$ cat config.mk
export PLATFORM = sky130hd
export DESIGN_NAME = multdiv_arbiter
export DESIGN_NICKNAME = d
export VERILOG_FILES = /design/src/rtl/multdiv_arbiter.sv
export SDC_FILE = /design/constraint.sdc
export NUM_CORES = 1
export LEC_CHECK = 0
export CELL_PAD_IN_SITES_DETAIL_PLACEMENT = 0
export CELL_PAD_IN_SITES_GLOBAL_PLACEMENT = 2
export CORE_ASPECT_RATIO = 1.5
export CORE_MARGIN = 2
export CORE_UTILIZATION = 19
export CTS_CLUSTER_SIZE = 12
export DETAILED_ROUTE_END_ITERATION = 10
export GPL_ROUTABILITY_DRIVEN = 0
export PLACE_DENSITY = 0.8
export SKIP_LAST_GASP = 1
export SLEW_MARGIN = 40
export SYNTH_ARGS = -nofsm -noshare
export SYNTH_HDL_FRONTEND = slang
export SYNTH_SLANG_ARGS = --single-unit
$ cat constraint.sdc
create_clock -name clock -period 1.4 [get_ports clock]
set_input_delay 0.28 -clock clock [delete_from_list [all_inputs] [get_ports clock]]
set_output_delay 0.28 -clock clock [all_outputs]
set_load 0.02 [all_outputs]
$ cat src/rtl/multdiv_arbiter.sv
// multdiv_arbiter: round-robin arbiter sharing one multdiv unit between two requesters,
// with a WAIT-cycle timeout that abandons operations the unit never completes.
module multdiv_arbiter #(
    parameter int TIMEOUT = 40
) (
    input  logic        clock,
    input  logic        reset_n,
    input  logic        req0_valid,
    input  logic        req0_div,
    input  logic [31:0] req0_a,
    input  logic [31:0] req0_b,
    output logic        req0_ready,
    input  logic        req1_valid,
    input  logic        req1_div,
    input  logic [31:0] req1_a,
    input  logic [31:0] req1_b,
    output logic        req1_ready,
    output logic        resp0_valid,
    output logic        resp1_valid,
    output logic [31:0] resp_data,
    output logic        resp_exception,
    output logic        resp_timeout,
    output logic        md_start_mult,
    output logic        md_start_div,
    output logic [31:0] md_a,
    output logic [31:0] md_b,
    input  logic [31:0] md_result,
    input  logic        md_exception,
    input  logic        md_ready
);
    typedef enum logic [1:0] {IDLE, ISSUE, WAIT, RESP} state_t;
    localparam logic [5:0] TMO = 6'(TIMEOUT);
    state_t     state, state_nxt;
    logic       last_grant, grant_id, op_div, gnt0, gnt1, done, expired;
    logic [5:0] cnt;
    // last_grant resets to 1 so port 0 wins the first tie
    assign gnt0 = state == IDLE && req0_valid && (!req1_valid || last_grant);
    assign gnt1 = state == IDLE && req1_valid && (!req0_valid || !last_grant);
    assign done = state == WAIT && md_ready;
    assign expired = state == WAIT && !md_ready && cnt == TMO;
    always_comb begin
        state_nxt     = state;
        req0_ready    = gnt0;
        req1_ready    = gnt1;
        md_start_mult = state == ISSUE && !op_div;
        md_start_div  = state == ISSUE && op_div;
        resp0_valid   = state == RESP && !grant_id;
        resp1_valid   = state == RESP && grant_id;
        case (state)
            IDLE:    state_nxt = (gnt0 || gnt1) ? ISSUE : IDLE;
            ISSUE:   state_nxt = WAIT;
            WAIT:    state_nxt = (done || expired) ? RESP : WAIT;
            default: state_nxt = IDLE;
        endcase
    end
    always_ff @(posedge clock or negedge reset_n) begin
        if (!reset_n) begin
            state          <= IDLE;
            last_grant     <= 1'b1;
            grant_id       <= 1'b0;
            op_div         <= 1'b0;
            cnt            <= '0;
            md_a           <= '0;
            md_b           <= '0;
            resp_data      <= '0;
            resp_exception <= 1'b0;
            resp_timeout   <= 1'b0;
        end else begin
            state <= state_nxt;
            cnt   <= (state == WAIT) ? cnt + 6'd1 : 6'd0;
            if (gnt0 || gnt1) begin
                last_grant <= gnt1;
                grant_id   <= gnt1;
                op_div     <= gnt1 ? req1_div : req0_div;
                md_a       <= gnt1 ? req1_a : req0_a;
                md_b       <= gnt1 ? req1_b : req0_b;
            end
            if (done) begin
                resp_data      <= md_result;
                resp_exception <= md_exception;
                resp_timeout   <= 1'b0;
            end else if (expired) begin
                resp_data      <= '0;
                resp_exception <= 1'b1;
                resp_timeout   <= 1'b1;
            end
        end
    end
endmodule

# Word level (Yosys, flattened, before mapping)
# Index checks and enable logic that the tools add are counted.
totals:
  register_bits: 109
  in_bits: 168
  output_inout_bits: 104
  word_cells: 50
classes:
  add_sub_neg: 1
  eq_ne: 4
  mux: 12
  n_reduce_logical: 23
ops:
  columns: ["op", "n"]
  rows:
  - ["$mux W32", 4]
  - ["$logic_and A1 B1 Y1", 11]
  - ["$add A6 B1 Y6 const B", 1]
  - ["$eq A6 B6 Y1 const B", 1]
  - ["$logic_not A1 Y1", 6]
  - ["$mux W1", 6]
  - ["$mux W6", 1]
  - ["$pmux W2 S3", 1]
  - ["$eq A2 B2 Y1 const B", 2]
  - ["$logic_or A1 B1 Y1", 4]
  - ["$eq A2 B1 Y1 const B", 1]
  - ["$logic_not A2 Y1", 1]
  - ["$reduce_bool A2 Y1", 1]

# Longest topological paths before layout
depth:
  word_depth: 6
  mapped_depth: 8
  mapped_depth_nobuf: 5

# Worst setup path before layout
# OpenSTA, ideal clock, no wires.
synth_path:
  kind: "reg-to-output"
  startpoint: "register state[0]"
  endpoint: "output req1_ready"
  t_arrival_ns: 1.359
  required_ns: 1.120
  path_slack_ns: -0.239
  stages_incl_launch_ff: 7
  path_buffers: 2
  cell_sequence: "dfrtp_1 > inv_1 > ha_1 > nand2_1 > buf_4 > buf_2 > nor2_1"
synth_between:
  elab_chain_len: 3
synth_rtl:
  columns: ["element", "line", "source"]
  rows:
  - ["from (decl)", "33", "state_t state, state_nxt;"]
  - ["from (signal assigned)", "69", "state <= state_nxt;"]
  - ["$logic_not A2 Y1", "38", "assign gnt1 = state == IDLE && req1_valid && (!req0_valid || !last_grant);"]
  - ["$logic_and A1 B1 Y1 (2 in series)", "38", null]
  - ["to (decl)", "17", "output logic req1_ready,"]
# Every way passes these cells.

# Worst setup path after layout
layout_path:
  startpoint: "register state[1]"
  endpoint: "register op_div"
layout_between:
  elab_chain_len: 4
layout_rtl:
  columns: ["element", "line", "source"]
  rows:
  - ["$logic_not A2 Y1 (*)", "37, 38", null]
  - ["$logic_and A1 B1 Y1 (on tied branches) (2 in series)", "38, 37", null]
  - ["$mux W1 / $logic_or A1 B1 Y1 (equally long branches)", "74, 71", null]
  - ["to (signal assigned)", "74", "op_div <= gnt1 ? req1_div : req0_div;"]
  - ["to (decl)", "34", "logic last_grant, grant_id, op_div, gnt0, gnt1, done, expired;"]
# Every way passes the cells marked *; elsewhere a longest branch is shown, timed or not.
# A chain may end at the register's enable or synchronous reset.

==> metrics.txt <==
final worst slack=-278 ps; critical path required time=1680 ps; area grow syn2layout=109%; post-place instance area=8330 µm²; Yosys Warn Count=0; Critical Path Fanout Max=8; top cell type by total area after synthesis=sky130_fd_sc_hd__dfrtp_1; synthesized instance count=~570; commonest cells after routing, fill and taps aside=166 x sky130_fd_sc_hd__clkdlybuf4s50_1, 108 x sky130_fd_sc_hd__dfrtp_1, 66 x sky130_fd_sc_hd__dlygate4sd2_1; syn avg cell area=8.91 µm²; final setup skew=7.69 ps; cell area after layout=10600 µm²; register bit total from synthesis=between 100 and 150; number of buffers and inverters on the critical path=6; vias per inst=4.65; post-synthesis instance area=5070 µm²; final number of setup-violating endpoints=110; Die Outline Area=between 20000 and 30000 µm²; Congestion Overflow GR=0; clock tree from TritonCTS=built; initial core utilization=19.2%; unique cell type count in the Yosys netlist=29; top post-synthesis cells by area=sky130_fd_sc_hd__dfrtp_1 53%, sky130_fd_sc_hd__o21ai_0 8.7%, sky130_fd_sc_hd__a31oi_1 8.0%, sky130_fd_sc_hd__nand3_1 6.6%, sky130_fd_sc_hd__nand2_1 5.3%; element type at the critical path end=register; most common cell after layout, fill and taps aside=sky130_fd_sc_hd__clkdlybuf4s50_1; routed wire length per instance=~22 µm; crit path time final=1680 ps; slowest stage cell on the critical path=sky130_fd_sc_hd__dfrtp_1; run status=finished, violations left; violation count after the first detailed-routing iteration=213; number of remaining DRC errors=0; number of hold violations in the final report=0; Worst path top cell family by delay=buffers and inverters; source-to-sink clock delay at the later pin of the worst-skew pair=between 300 and 400 ps; worst r2r path cells=10; first-pass GRT wire length=around 35 mm; pin count of the biggest net entering global routing=55; CP startpoint kind=register; clk root buf=sky130_fd_sc_hd__clkbuf_16; number of filler cells placed in the layout=~2600; Slew Viols, Final=0; leakage power of the design=roughly 4.3 nW; Worst-Margin Slew=355 ps; RSZ-0062 raised after global routing=true; Hold WC Path Type=in -> async; Synth Net Count=743; number of buffers between clock root and the deepest sink=2; Post-Route WL=26.6 mm; Worst VDD drop=around 1.6 mV; worst max-slew margin expressed relative to the limit=76.4%; crit path kind=reg -> reg; clock transition at the registers of the reported paths=80 ps; Die Width=137 µm; total number of vias=5738; antenna violations before repair=2; total clock buffers created by CTS=9; Buffers on Ports=271; library cell appearing most often on the critical path=sky130_fd_sc_hd__buf_6; CORE AREA=26400 µm²; sequential standard cell area=2730 µm²; die height=204 µm; Max Cap Viol=0; setup slack after placement=-538 ps; Post-DP HPWL=13.8 mm; count of TritonRoute iterations in the first routing pass=4; worst-path cell chain=inv_2, ha_4, buf_6, buf_6, o21a_4, buf_12, buf_8, buf_16, nor2_2, a31oi_1; Overall Global Routing Usage=16.9%; final clock period utilization by the worst path=120%; number of levels in the clock H-tree=3; final layout net count=1067; total number of clock tree sinks=109; Power per Cell Area=between 2000 and 2500 nW/µm²; ANT cells=0; vias in the first global route=5672; maximum single-stage delay on the critical path=400 ps; violations in the final reports=setup timing; sequential fraction of the synthesis area=roughly 54%; post-route antenna net violation count=0; Highest Clock Rate=596 MHz; area used by multi-input combinational logic=around 2900 µm²; num rows=73; signal arrival time at the worst endpoint=1960 ps; count of cell instances traversed by the critical path=10; share of layout cells above drive strength 1=32.1%; IO Count=272; top cell type's share of synthesized area=53.3%
==> cells by family (layout without fill, tap and decap cells) <==
group,after synthesis,in the layout,share of synthesized area (%)
compound gates,169,169,18.6
buf+inv,60,389,6.49
xor+xnor,3,3,0.518
flops,109,109,53.8
mux,1,1,0.197
fa+ha+maj,6,6,1.48
simple gates,221,221,18.9
==> through the flow <==
step                      hold slack (ps)  util, %  power, mW  TNS (ps)  instances
after floorplan                     -15.6        -       10.5         0        569
after global placement                214     31.6       15.4    -30710       1157
after detailed placement              218     31.6       15.5    -32700       1157
after CTS                             359     36.0       19.7    -20810       1213
after global routing                  405     40.2       24.0    -27870       1235
final                                 372     40.2       22.6    -19970       1235
==> final cells by class <==
cell class	count	share of cell area (%)
well taps	337	3.97
inverters	7	0.295
clock inverters	4	0.683
clock buffers	12	2.23
flip-flops and latches	109	25.7
repair buffers	366	39.5
multi-input cells	400	27.6
==> cells in the mapped netlist <==
cell type and instances:
sky130_fd_sc_hd__dfrtp_1 108, sky130_fd_sc_hd__o21ai_0 88, sky130_fd_sc_hd__nand2_1 71, sky130_fd_sc_hd__nor2_1 69, sky130_fd_sc_hd__nand3_1 67, sky130_fd_sc_hd__a31oi_1 65, sky130_fd_sc_hd__buf_2 27, sky130_fd_sc_hd__buf_4 13
sky130_fd_sc_hd__o21ai_1 10, sky130_fd_sc_hd__and2_1 7, sky130_fd_sc_hd__inv_1 7, sky130_fd_sc_hd__clkbuf_1 6, sky130_fd_sc_hd__ha_1 6, sky130_fd_sc_hd__clkbuf_2 5, sky130_fd_sc_hd__buf_6 2, sky130_fd_sc_hd__nand2b_1 2
sky130_fd_sc_hd__nor2b_1 2, sky130_fd_sc_hd__o21a_1 2, sky130_fd_sc_hd__xnor2_1 2, sky130_fd_sc_hd__a21oi_1 1, sky130_fd_sc_hd__and2_4 1, sky130_fd_sc_hd__dfstp_2 1, sky130_fd_sc_hd__mux2i_1 1, sky130_fd_sc_hd__nand4bb_1 1
sky130_fd_sc_hd__nor2_4 1, sky130_fd_sc_hd__o22a_1 1, sky130_fd_sc_hd__o22ai_1 1, sky130_fd_sc_hd__o31a_1 1, sky130_fd_sc_hd__xor2_1 1
==> worst paths after layout <==
check	startpoint	end	slack [ps]
worst max-delay path	state[1]	op_div	-280
worst min-delay path	reset_n	md_b[15]	370
worst min register to register	resp_timeout	resp_timeout	510
worst max register to register	state[1]	op_div	-280
max in group asynchronous	reset_n	last_grant	420
min in group clock	md_result[30]	resp_data[30]	450
==> worst register-to-register path: stages (launching register included) <==
cell,delay [ps]
sky130_fd_sc_hd__dfrtp_1,400
sky130_fd_sc_hd__inv_2,100
sky130_fd_sc_hd__ha_4,150
sky130_fd_sc_hd__buf_6,110
sky130_fd_sc_hd__buf_6,90
sky130_fd_sc_hd__o21a_4,170
sky130_fd_sc_hd__buf_12,120
sky130_fd_sc_hd__buf_8,130
sky130_fd_sc_hd__buf_16,160
sky130_fd_sc_hd__nor2_2,40
sky130_fd_sc_hd__a31oi_1,130
==> per-layer routing <==
metal | up-vias | GRT usage, % | share of wire, %
li1 | 2662 | - | -
met1 | 2824 | 19.3 | 39
met2 | 207 | 30.2 | 53
met3 | 41 | 3.30 | 5.3
met4 | 4 | 7.11 | 2.9
met5 | - | 0 | 0.083
==> state kept, by name, summed over array words and instances, names as in the netlist <==
signal and count:
op_div 1, grant_id 1, last_grant 1, md_a 32
cnt 6, md_b 32, resp_exception 1, resp_data 32
state 2, resp_timeout 1
==> report_power, final <==
part	switching [mW]	internal, mW
sequential	1.02	4.65
clock	1.28	1.57
combinational	7.46	6.63
total	9.77	12.9
==> what timing repair did <==
item / in CTS / in global routing
endpoints found under the setup margin: 206 / 138
resized for setup: 242 / 282
buffers inserted: 21 / 13
hold buffers: 1 / 0
endpoints found under the hold margin: 20 / 0
gates cloned: 18 / 20
pin swaps: 25 / 42
Note: power is estimated with default switching activity, not from simulation.
